## src/rtl/capi_put_cmd_split.sv

```systemverilog
// Put-command splitter: forwards a request's data beats and cuts the stream
// into PSL put commands at page and (optionally) max-transfer boundaries.
// Command descriptors are queued in a small FIFO for the command issue logic.
module capi_put_cmd_split #(
    parameter int EA_WIDTH   = 64,
    parameter int TAG_WIDTH  = 5,
    parameter int AUX_WIDTH  = 24,
    parameter int BEAT_BYTES = 16,
    parameter int PAGE_BYTES = 4096,
    parameter int MAX_XFER   = 512,
    parameter int CMD_DEPTH  = 8
) (
    input  logic                            clk,
    input  logic                            reset,
    input  logic                            i_req_v,
    output logic                            o_req_r,
    input  logic [EA_WIDTH-1:0]             i_req_ea,
    input  logic [TAG_WIDTH-1:0]            i_req_tag,
    input  logic [AUX_WIDTH-1:0]            i_req_aux,
    input  logic                            i_split_en,
    input  logic                            i_data_v,
    output logic                            o_data_r,
    input  logic [$clog2(BEAT_BYTES)-1:0]   i_data_cnt,
    input  logic                            i_data_e,
    output logic                            o_data_v,
    input  logic                            i_data_r,
    output logic                            o_data_first,
    output logic                            o_data_last,
    output logic                            o_cmd_v,
    input  logic                            i_cmd_r,
    output logic [EA_WIDTH-1:0]             o_cmd_ea,
    output logic [$clog2(PAGE_BYTES):0]     o_cmd_tsize,
    output logic [TAG_WIDTH-1:0]            o_cmd_tag,
    output logic [AUX_WIDTH-1:0]            o_cmd_aux,
    output logic                            o_cmd_final,
    output logic                            o_busy,
    output logic                            o_err
);
    localparam int BB_W = $clog2(BEAT_BYTES);
    localparam int PG_W = $clog2(PAGE_BYTES);
    localparam int MX_W = $clog2(MAX_XFER);
    localparam int TS_W = PG_W + 1;
    localparam int AW   = $clog2(CMD_DEPTH);

    typedef enum logic {IDLE, STREAM} state_t;

    typedef struct packed {
        logic [EA_WIDTH-1:0]  ea;
        logic [TS_W-1:0]      tsize;
        logic [TAG_WIDTH-1:0] tag;
        logic [AUX_WIDTH-1:0] aux;
        logic                 last;
    } cmd_t;

    state_t                state, state_nxt;
    logic [EA_WIDTH-1:0]   seg_ea;
    logic [TS_W-1:0]       seg_len;
    logic [TAG_WIDTH-1:0]  tag_q;
    logic [AUX_WIDTH-1:0]  aux_q;
    logic                  split_q;
    logic                  first_pend;

    logic [TS_W-1:0]       page_rem, xfer_rem, limit, beat_bytes, new_len;
    logic                  req_acc, beat_acc, close, push, pop;
    logic                  fifo_full, fifo_empty;
    logic [AW:0]           wr_ptr, rd_ptr;
    cmd_t                  mem [CMD_DEPTH];
    cmd_t                  head;
    logic [EA_WIDTH-1:0]   ea_aligned;

    // Bytes left before the next hard (page) or optional (max-xfer) boundary
    assign page_rem   = TS_W'(PAGE_BYTES) - TS_W'(seg_ea[PG_W-1:0]);
    assign xfer_rem   = TS_W'(MAX_XFER) - TS_W'(seg_ea[MX_W-1:0]);
    assign limit      = (split_q && (xfer_rem < page_rem)) ? xfer_rem : page_rem;
    assign beat_bytes = (i_data_cnt == '0) ? TS_W'(BEAT_BYTES) : TS_W'(i_data_cnt);
    assign new_len    = seg_len + beat_bytes;
    assign close      = i_data_e | (new_len >= limit);

    assign ea_aligned = {i_req_ea[EA_WIDTH-1:BB_W], {BB_W{1'b0}}};
    assign req_acc    = i_req_v & o_req_r;
    assign beat_acc   = i_data_v & o_data_r;
    assign push       = beat_acc & close;
    assign pop        = i_cmd_r & ~fifo_empty;

    assign fifo_empty = (wr_ptr == rd_ptr);
    assign fifo_full  = (wr_ptr[AW] != rd_ptr[AW]) && (wr_ptr[AW-1:0] == rd_ptr[AW-1:0]);

    // State register
    always_ff @(posedge clk or negedge reset) begin
        if (!reset) state <= IDLE;
        else        state <= state_nxt;
    end

    // Next state: stream from request accept until the beat marked end
    always_comb begin
        state_nxt = state;
        case (state)
            IDLE:    if (i_req_v)             state_nxt = STREAM;
            STREAM:  if (beat_acc && i_data_e) state_nxt = IDLE;
            default:                           state_nxt = IDLE;
        endcase
    end

    // Handshake outputs; a full FIFO blocks beats so no close can be lost
    always_comb begin
        o_req_r  = (state == IDLE);
        o_data_r = (state == STREAM) & (~o_data_v | i_data_r) & ~fifo_full;
    end

    // Request latch and running segment (start address, accumulated length)
    always_ff @(posedge clk or negedge reset) begin
        if (!reset) begin
            seg_ea     <= '0;
            seg_len    <= '0;
            tag_q      <= '0;
            aux_q      <= '0;
            split_q    <= 1'b0;
            first_pend <= 1'b0;
        end else if (req_acc) begin
            seg_ea     <= ea_aligned;
            seg_len    <= '0;
            tag_q      <= i_req_tag;
            aux_q      <= i_req_aux;
            split_q    <= i_split_en;
            first_pend <= 1'b1;
        end else if (beat_acc) begin
            first_pend <= close;
            if (close) begin
                seg_ea  <= seg_ea + EA_WIDTH'(new_len);
                seg_len <= '0;
            end else begin
                seg_len <= new_len;
            end
        end
    end

    // Single output register for forwarded beats and their command markers
    always_ff @(posedge clk or negedge reset) begin
        if (!reset) begin
            o_data_v     <= 1'b0;
            o_data_first <= 1'b0;
            o_data_last  <= 1'b0;
        end else if (beat_acc) begin
            o_data_v     <= 1'b1;
            o_data_first <= first_pend;
            o_data_last  <= close;
        end else if (i_data_r) begin
            o_data_v     <= 1'b0;
            o_data_first <= 1'b0;
            o_data_last  <= 1'b0;
        end
    end

    // Sticky flag for a misaligned start address
    always_ff @(posedge clk or negedge reset) begin
        if (!reset)                              o_err <= 1'b0;
        else if (req_acc && |i_req_ea[BB_W-1:0]) o_err <= 1'b1;
    end

    // Command FIFO pointers; extra MSB tells full from empty
    always_ff @(posedge clk or negedge reset) begin
        if (!reset) begin
            wr_ptr <= '0;
            rd_ptr <= '0;
        end else begin
            if (push) wr_ptr <= wr_ptr + 1'b1;
            if (pop)  rd_ptr <= rd_ptr + 1'b1;
        end
    end

    // Command FIFO storage
    always_ff @(posedge clk) begin
        if (push) mem[wr_ptr[AW-1:0]] <= '{ea: seg_ea, tsize: new_len, tag: tag_q,
                                           aux: aux_q, last: i_data_e};
    end

    // Head of FIFO, zeroed when empty so idle outputs read as 0
    always_comb begin
        head        = fifo_empty ? '0 : mem[rd_ptr[AW-1:0]];
        o_cmd_v     = ~fifo_empty;
        o_cmd_ea    = head.ea;
        o_cmd_tsize = head.tsize;
        o_cmd_tag   = head.tag;
        o_cmd_aux   = head.aux;
        o_cmd_final = head.last;
        o_busy      = (state == STREAM) | ~fifo_empty;
    end
endmodule

```

## config.mk

```make
export PLATFORM = sky130hd
export DESIGN_NAME = capi_put_cmd_split
export DESIGN_NICKNAME = d
export VERILOG_FILES = /design/src/rtl/capi_put_cmd_split.sv
export SDC_FILE = /design/constraint.sdc
export NUM_CORES = 1
export LEC_CHECK = 0
export ABC_AREA = 1
export BUFFER_PORTS_ARGS = -buffer_cell sky130_fd_sc_hd__buf_2
export CAP_MARGIN = 20
export CORE_MARGIN = 2
export CORE_UTILIZATION = 30
export CTS_CLUSTER_SIZE = 25
export DETAILED_ROUTE_END_ITERATION = 16
export PLACE_DENSITY = 0.44
export SLEW_MARGIN = 20
export SYNTH_ARGS = -nofsm -noshare
export SYNTH_HDL_FRONTEND = slang
export SYNTH_SLANG_ARGS = --single-unit
```

## constraint.sdc

```tcl
create_clock -name clk -period 17.85 [get_ports clk]
set_input_delay 2.6775 -clock clk [delete_from_list [all_inputs] [get_ports clk]]
set_output_delay 2.6775 -clock clk [all_outputs]
set_load 0.02 [all_outputs]
```

==> results.sh, run 1 <==
export IMPL_insertion_delay_ps=740
export IMPL_cts_hold_buf=0
export IMPL_cp_num_buf_inv=4
export IMPL_die_w_um=379
export IMPL_diodes=0
export IMPL_cts_clk_slew_worst_paths_ps=60
export IMPL_synthMostInstantiatedCell="edfxtp_1"
export IMPL_rsz0062_at_grt="false"
export IMPL_num_vias=29600
export IMPL_finalWirelength_um=133000
export IMPL_multiInputGateArea_um2=11900
export IMPL_period_minus_slack_ps=7640
export IMPL_grt_pass1_vias=28900
export IMPL_finalNetCount=4212
export IMPL_cts_sinks=977
export IMPL_min_from="o_err"
export IMPL_synth_edf_count=856
export IMPL_syn_nets=4059
export IMPL_hold_viol_final=0
export IMPL_antenna_found_initial=5
export IMPL_critPathRequiredTime_ps=18180
export IMPL_htreeDepth=3
export IMPL_core_area_um2=140000
export IMPL_path_common_cell="nand2_1"
export IMPL_drc_errors=0
export IMPL_pre_cts_ws_ps=9480
export IMPL_relSlewSlack_pct=28.2
export IMPL_yosys_area_top_type_share_pct=60.9
export IMPL_cts_tree="done"
export IMPL_grt_total_usage_pct=18.3
export IMPL_skew_ps=46.6
export IMPL_status="finished clean"
export IMPL_final_area_um2=48700
export IMPL_yosys_warnings=0
export IMPL_overflow=0
export IMPL_fmax_mhz=131
export IMPL_rows=137
export IMPL_ys_types=43
export IMPL_drt_iter0_markers=2092
export IMPL_place_area_um2=45200
export IMPL_crit_type="input port to flop"
export IMPL_ys_flop_type="edfxtp_1"
export IMPL_fin_util_pct=34.9
export IMPL_synth_seq_cells=977
export IMPL_max_stage_delay_ps=880
export IMPL_firstDrtPassIters=5
export IMPL_path_cells="buf_2, ha_1, fa_1, nand3_1, nand2_1, nand2_1, nand2_1, nand2_1, o21ai_0, nand2_1, inv_1, ha_1, nand2_1, nor2_1, nand2_1, nor2_1, nor2_1, nand2_1, nand2_1, a21oi_4, buf_4, nand2_1, nor2_4, buf_4"
export IMPL_portBuffers=219
export IMPL_viasPerCell=4.90
export IMPL_leakagePower_nw=17.7
export IMPL_initial_core_util_pct=30.3
export IMPL_io_pins=220
export IMPL_grt_pass1_wl_um=195000
export IMPL_netlist_area_um2=42200
export IMPL_cp_top_family="simple AND/OR/NAND/NOR gates"
export IMPL_ys_seq_area_share_pct=68.0
export IMPL_peakVddDrop_uv=192
export IMPL_yosys_top_cells_area="edfxtp_1 61%, dfrtp_1 7.2%, nor2_1 6.7%"
export IMPL_timing_hold_worst_class="flop to flop"
export IMPL_start_kind="input port"
export IMPL_layout_setup_ws_ps=10210
export IMPL_syn_to_final_growth_pct=15.4
export IMPL_tns_ps=0
export IMPL_drv_slew=0
export IMPL_crit_path_start="i_data_cnt[0]"
export IMPL_seqCellArea_um2=28700
export IMPL_ys_async_sr_fraction_pct=12.4
export IMPL_setup_viol=0
export IMPL_cts_buffers=108
export IMPL_r2r_start="seg_ea[1]"
export IMPL_die_area_um2=144000
export IMPL_wire_per_inst_um=22.1
export IMPL_postCtsSetupBuffers=0
export IMPL_fill_cells=14200
export IMPL_dp_hpwl_um=78000
export IMPL_synth_top_cell_by_area="edfxtp_1"
export IMPL_synth_top_cells_by_count="856 x edfxtp_1, 755 x nor2_1, 599 x nand2_1"
export IMPL_endpoint_kind="flop"
export IMPL_power_density_nw_per_um2=181
export IMPL_grt_max_degree=241
export IMPL_crit_path_max_fanout=52
export IMPL_syn_avg_cell_area_um2=10.8
export IMPL_gp_congestion=0.895
export IMPL_fin_crit_sh_pct=42.8
export IMPL_worstMarginPinSlew_ps=1070
export IMPL_clockBufferDepth=3
export IMPL_drive_gt1_share_pct=11.2
export IMPL_arrival_ps=7970
export IMPL_cts_root_buf="clkbuf_16"
export IMPL_ctsResizeCount=0
export IMPL_crit_path_top_delay_cell="buf_4"
export IMPL_die_h_um=379
export IMPL_post_synth_inst_count=3916
export IMPL_drv_cap=0
export IMPL_antenna_left=0
==> layout by cell type, fill, tap and decap left out, drive strengths merged, types with 6 or more instances in the layout <==
master | netlist | layout
nand3 | 203 | 203
clkinv | 3 | 50
dfrtp | 121 | 121
xor2 | 15 | 15
clkbuf | 141 | 144
nand4 | 39 | 39
a31oi | 108 | 108
clkinvlp | 0 | 6
edfxtp | 856 | 856
buf | 74 | 258
o22ai | 119 | 119
o21ai | 563 | 563
inv | 196 | 199
nor3 | 17 | 17
a21oi | 13 | 13
ha | 36 | 36
xnor2 | 10 | 10
nand3b | 11 | 11
nand2 | 602 | 602
nor2 | 757 | 757
or2 | 17 | 17
==> registers in the layout (all words and copies together), names as in the netlist <==
signal	count
first_pend	1
split_q	1
seg_ea	64
o_data_v	1
aux_q	24
o_data_first	1
o_err	1
rd_ptr	4
seg_len	13
state	1
wr_ptr	4
tag_q	5
o_data_last	1
mem	856
==> per-stage QoR <==
stage / hold slack (ps) / cells / power [mW]
after floorplan: 444 / 3916 / 5.35
after global placement: 463 / 5833 / 6.75
after detailed placement: 466 / 5833 / 6.75
after CTS: 483 / 6038 / 8.96
after global routing: 502 / 6040 / 9.39
final: 479 / 6040 / 8.84
==> cells by family after synthesis <==
logic type	share of synthesized area [%]
AOI/OAI and AO/OA	10.4
xor gates and xnor gates	0.519
adders and majority gates	1.16
buffers and inverters	3.96
DFF	68.0
and+or+nand+nor	15.9
==> final cells by class <==
class                      instances  share of cell area [%]
multi-input combinational       2525                    24.4
inverter                         199                    1.59
timing repair buffer             258                    3.02
clock inverter                    61                    1.06
tap                             1876                    4.82
sequential                       977                    59.0
clock buffer                     144                    6.12
==> path summary, 6_finish.rpt <==
path                         endpoint  slack [ps]  depth (start not counted)
max                        mem[3][32]       10210                         24
min reg2reg                     o_err         480                          1
max reg2reg                mem[3][32]       11760                         22
max in group asynchronous  seg_ea[32]       14440                          2
min                             o_err         480                          1
min in group asynchronous  seg_len[2]        2030                          1
==> layer usage <==
| metal | vias to the layer above | part of all wire, % | GRT usage, % |
|---|---|---|---|
| li1 | 14100 | - | - |
| met1 | 14700 | 47 | 26.1 |
| met2 | 660 | 46 | 28.8 |
| met3 | 162 | 4.7 | 2.46 |
| met4 | 0 | 2.6 | 5.92 |
| met5 | - | 0 | 0 |
==> report_power, final <==
part	total (mW)	internal, mW	switching [mW]
Clock	2.20	1.25	0.951
Sequential	3.41	2.97	0.434
Combinational	3.23	0.903	2.33
No activity file was read; power rests on OpenSTA's default activity.
==> run 2, diff against run 1 <==
Clock period 17.85 ns to 7.3 ns, I/O delays scaled along.
==> results.sh, run 2 (synthesized netlist as in run 1, its figures left out) <==
export IMPL_grt_max_degree=172
export IMPL_relSlewSlack_pct=26.4
export IMPL_cts_root_buf="clkbuf_16"
export IMPL_leakagePower_nw=17.9
export IMPL_final_cell_mix="856 x edfxtp_1, 747 x nor2_1, 597 x nand2_1"
export IMPL_total_power_mw=22.0
export IMPL_drc_errors=0
export IMPL_crit_path_max_fanout=86
export IMPL_grt_total_usage_pct=18.3
export IMPL_die_h_um=379
export IMPL_grt_pass1_vias=28900
export IMPL_cts_buffers=109
export IMPL_cts_sinks=977
export IMPL_wire_per_inst_um=22.0
export IMPL_multiInputGateArea_um2=11900
export IMPL_endpoint_kind="output pin"
export IMPL_cts_hold_buf=0
export IMPL_peakVddDrop_uv=235
export IMPL_drv_slew=0
export IMPL_place_area_um2=45400
export IMPL_seqCellArea_um2=28700
export IMPL_antenna_left=0
export IMPL_core_area_um2=140000
export IMPL_firstDrtPassIters=8
export IMPL_drv_cap=0
export IMPL_status="finished clean"
export IMPL_path_cells="buf_4, buf_4, o21ai_0, o22ai_1, o21ai_1, a31oi_1, buf_2"
export IMPL_fin_crit_sh_pct=81.4
export IMPL_arrival_ps=4850
export IMPL_portBuffers=219
export IMPL_viasPerCell=4.93
export IMPL_postCtsSetupBuffers=0
export IMPL_drt_iter0_markers=2254
export IMPL_timing_hold_worst_class="input port to async pin"
export IMPL_dp_hpwl_um=79600
export IMPL_num_vias=29800
export IMPL_initial_core_util_pct=30.3
export IMPL_tns_ps=0
export IMPL_syn_to_final_growth_pct=16.5
export IMPL_path_common_cell="buf_4"
export IMPL_fill_cells=14000
export IMPL_die_area_um2=144000
export IMPL_holdWs_ps=427
export IMPL_layout_cells_most_common="edfxtp_1"
export IMPL_worstMarginPinSlew_ps=1100
export IMPL_drive_gt1_share_pct=11.8
export IMPL_rsz0062_at_grt="false"
export IMPL_fmax_mhz=168
export IMPL_period_minus_slack_ps=5940
export IMPL_cp_num_buf_inv=3
export IMPL_ctsResizeCount=0
export IMPL_r2r_start="seg_ea[1]"
export IMPL_cts_clk_slew_worst_paths_ps=60
export IMPL_rows=137
export IMPL_setup_viol=0
export IMPL_insertion_delay_ps=720
export IMPL_final_area_um2=49200
export IMPL_skew_ps=38.8
export IMPL_gp_congestion=0.895
export IMPL_overflow=0
export IMPL_clockBufferDepth=3
export IMPL_max_stage_delay_ps=1080
export IMPL_largest_reg_flops=856
export IMPL_cts_tree="done"
export IMPL_io_pins=220
export IMPL_critPathRequiredTime_ps=6200
export IMPL_finalWirelength_um=133000
export IMPL_htreeDepth=3
export IMPL_finalNetCount=4218
export IMPL_grt_pass1_wl_um=196000
export IMPL_start_kind="flop"
export IMPL_crit_path_top_delay_cell="dfrtp_4"
export IMPL_die_w_um=379
export IMPL_hold_viol_final=0
export IMPL_crit_type="flop to output pin"
export IMPL_cp_top_family="buffers and inverters"
export IMPL_power_density_nw_per_um2=447
export IMPL_antenna_found_initial=2
export IMPL_fin_util_pct=35.2
export IMPL_crit_path_start="rd_ptr[0]"
-- run 2: cell count changes in the layout (fill, tap and decap cells not counted), sizes merged --
cell / previous run / this run
inv: 199 / 201
clkbuf: 144 / 155
bufinv: 5 / 11
diode: 0 / 2
clkinvlp: 6 / 3
clkinv: 50 / 37
buf: 258 / 263
-- run 2: layout make-up --
class                   count  area share, %
flip-flops and latches    977           58.4
multi-input cells        2525           24.3
clock buffers             155           6.43
well taps                1876           4.77
repair buffers            263           3.22
inverters                 199           1.58
clock inverters            53           1.25
diodes                      2         0.0102
-- run 2: power by group --
part	switching (mW)	total [mW]	internal (mW)
Sequential	1.13	8.40	7.27
Clock	2.30	5.71	3.41
Combinational	5.67	7.88	2.21
-- run 2: worst paths after layout --
kind	cells after the start	to	slack, ps
setup reg to reg	21	mem[6][73]	2190
min in group clk	1	o_err	470
max in group asynchronous	2	seg_ea[56]	5500
setup / recovery	7	o_cmd_ea[25]	1360
hold reg to reg	1	o_err	470
hold / removal	1	seg_len[2]	430
-- run 2: routing by layer --
metal | up-vias | global-route usage (%) | share of wire, %
met4 | 0 | 5.42 | 2.4
met1 | 14800 | 26.4 | 48
li1 | 14100 | - | -
met3 | 170 | 2.49 | 4.3
met2 | 670 | 28.7 | 45
met5 | - | 0 | 0
-- run 2: through the flow --
stage                     setup WS [ps]  instances
final                              1360       6050
after global routing                987       6048
after CTS                          1260       6048
after detailed placement           1410       5840
after global placement             1470       5840
after floorplan                   -1260       3916
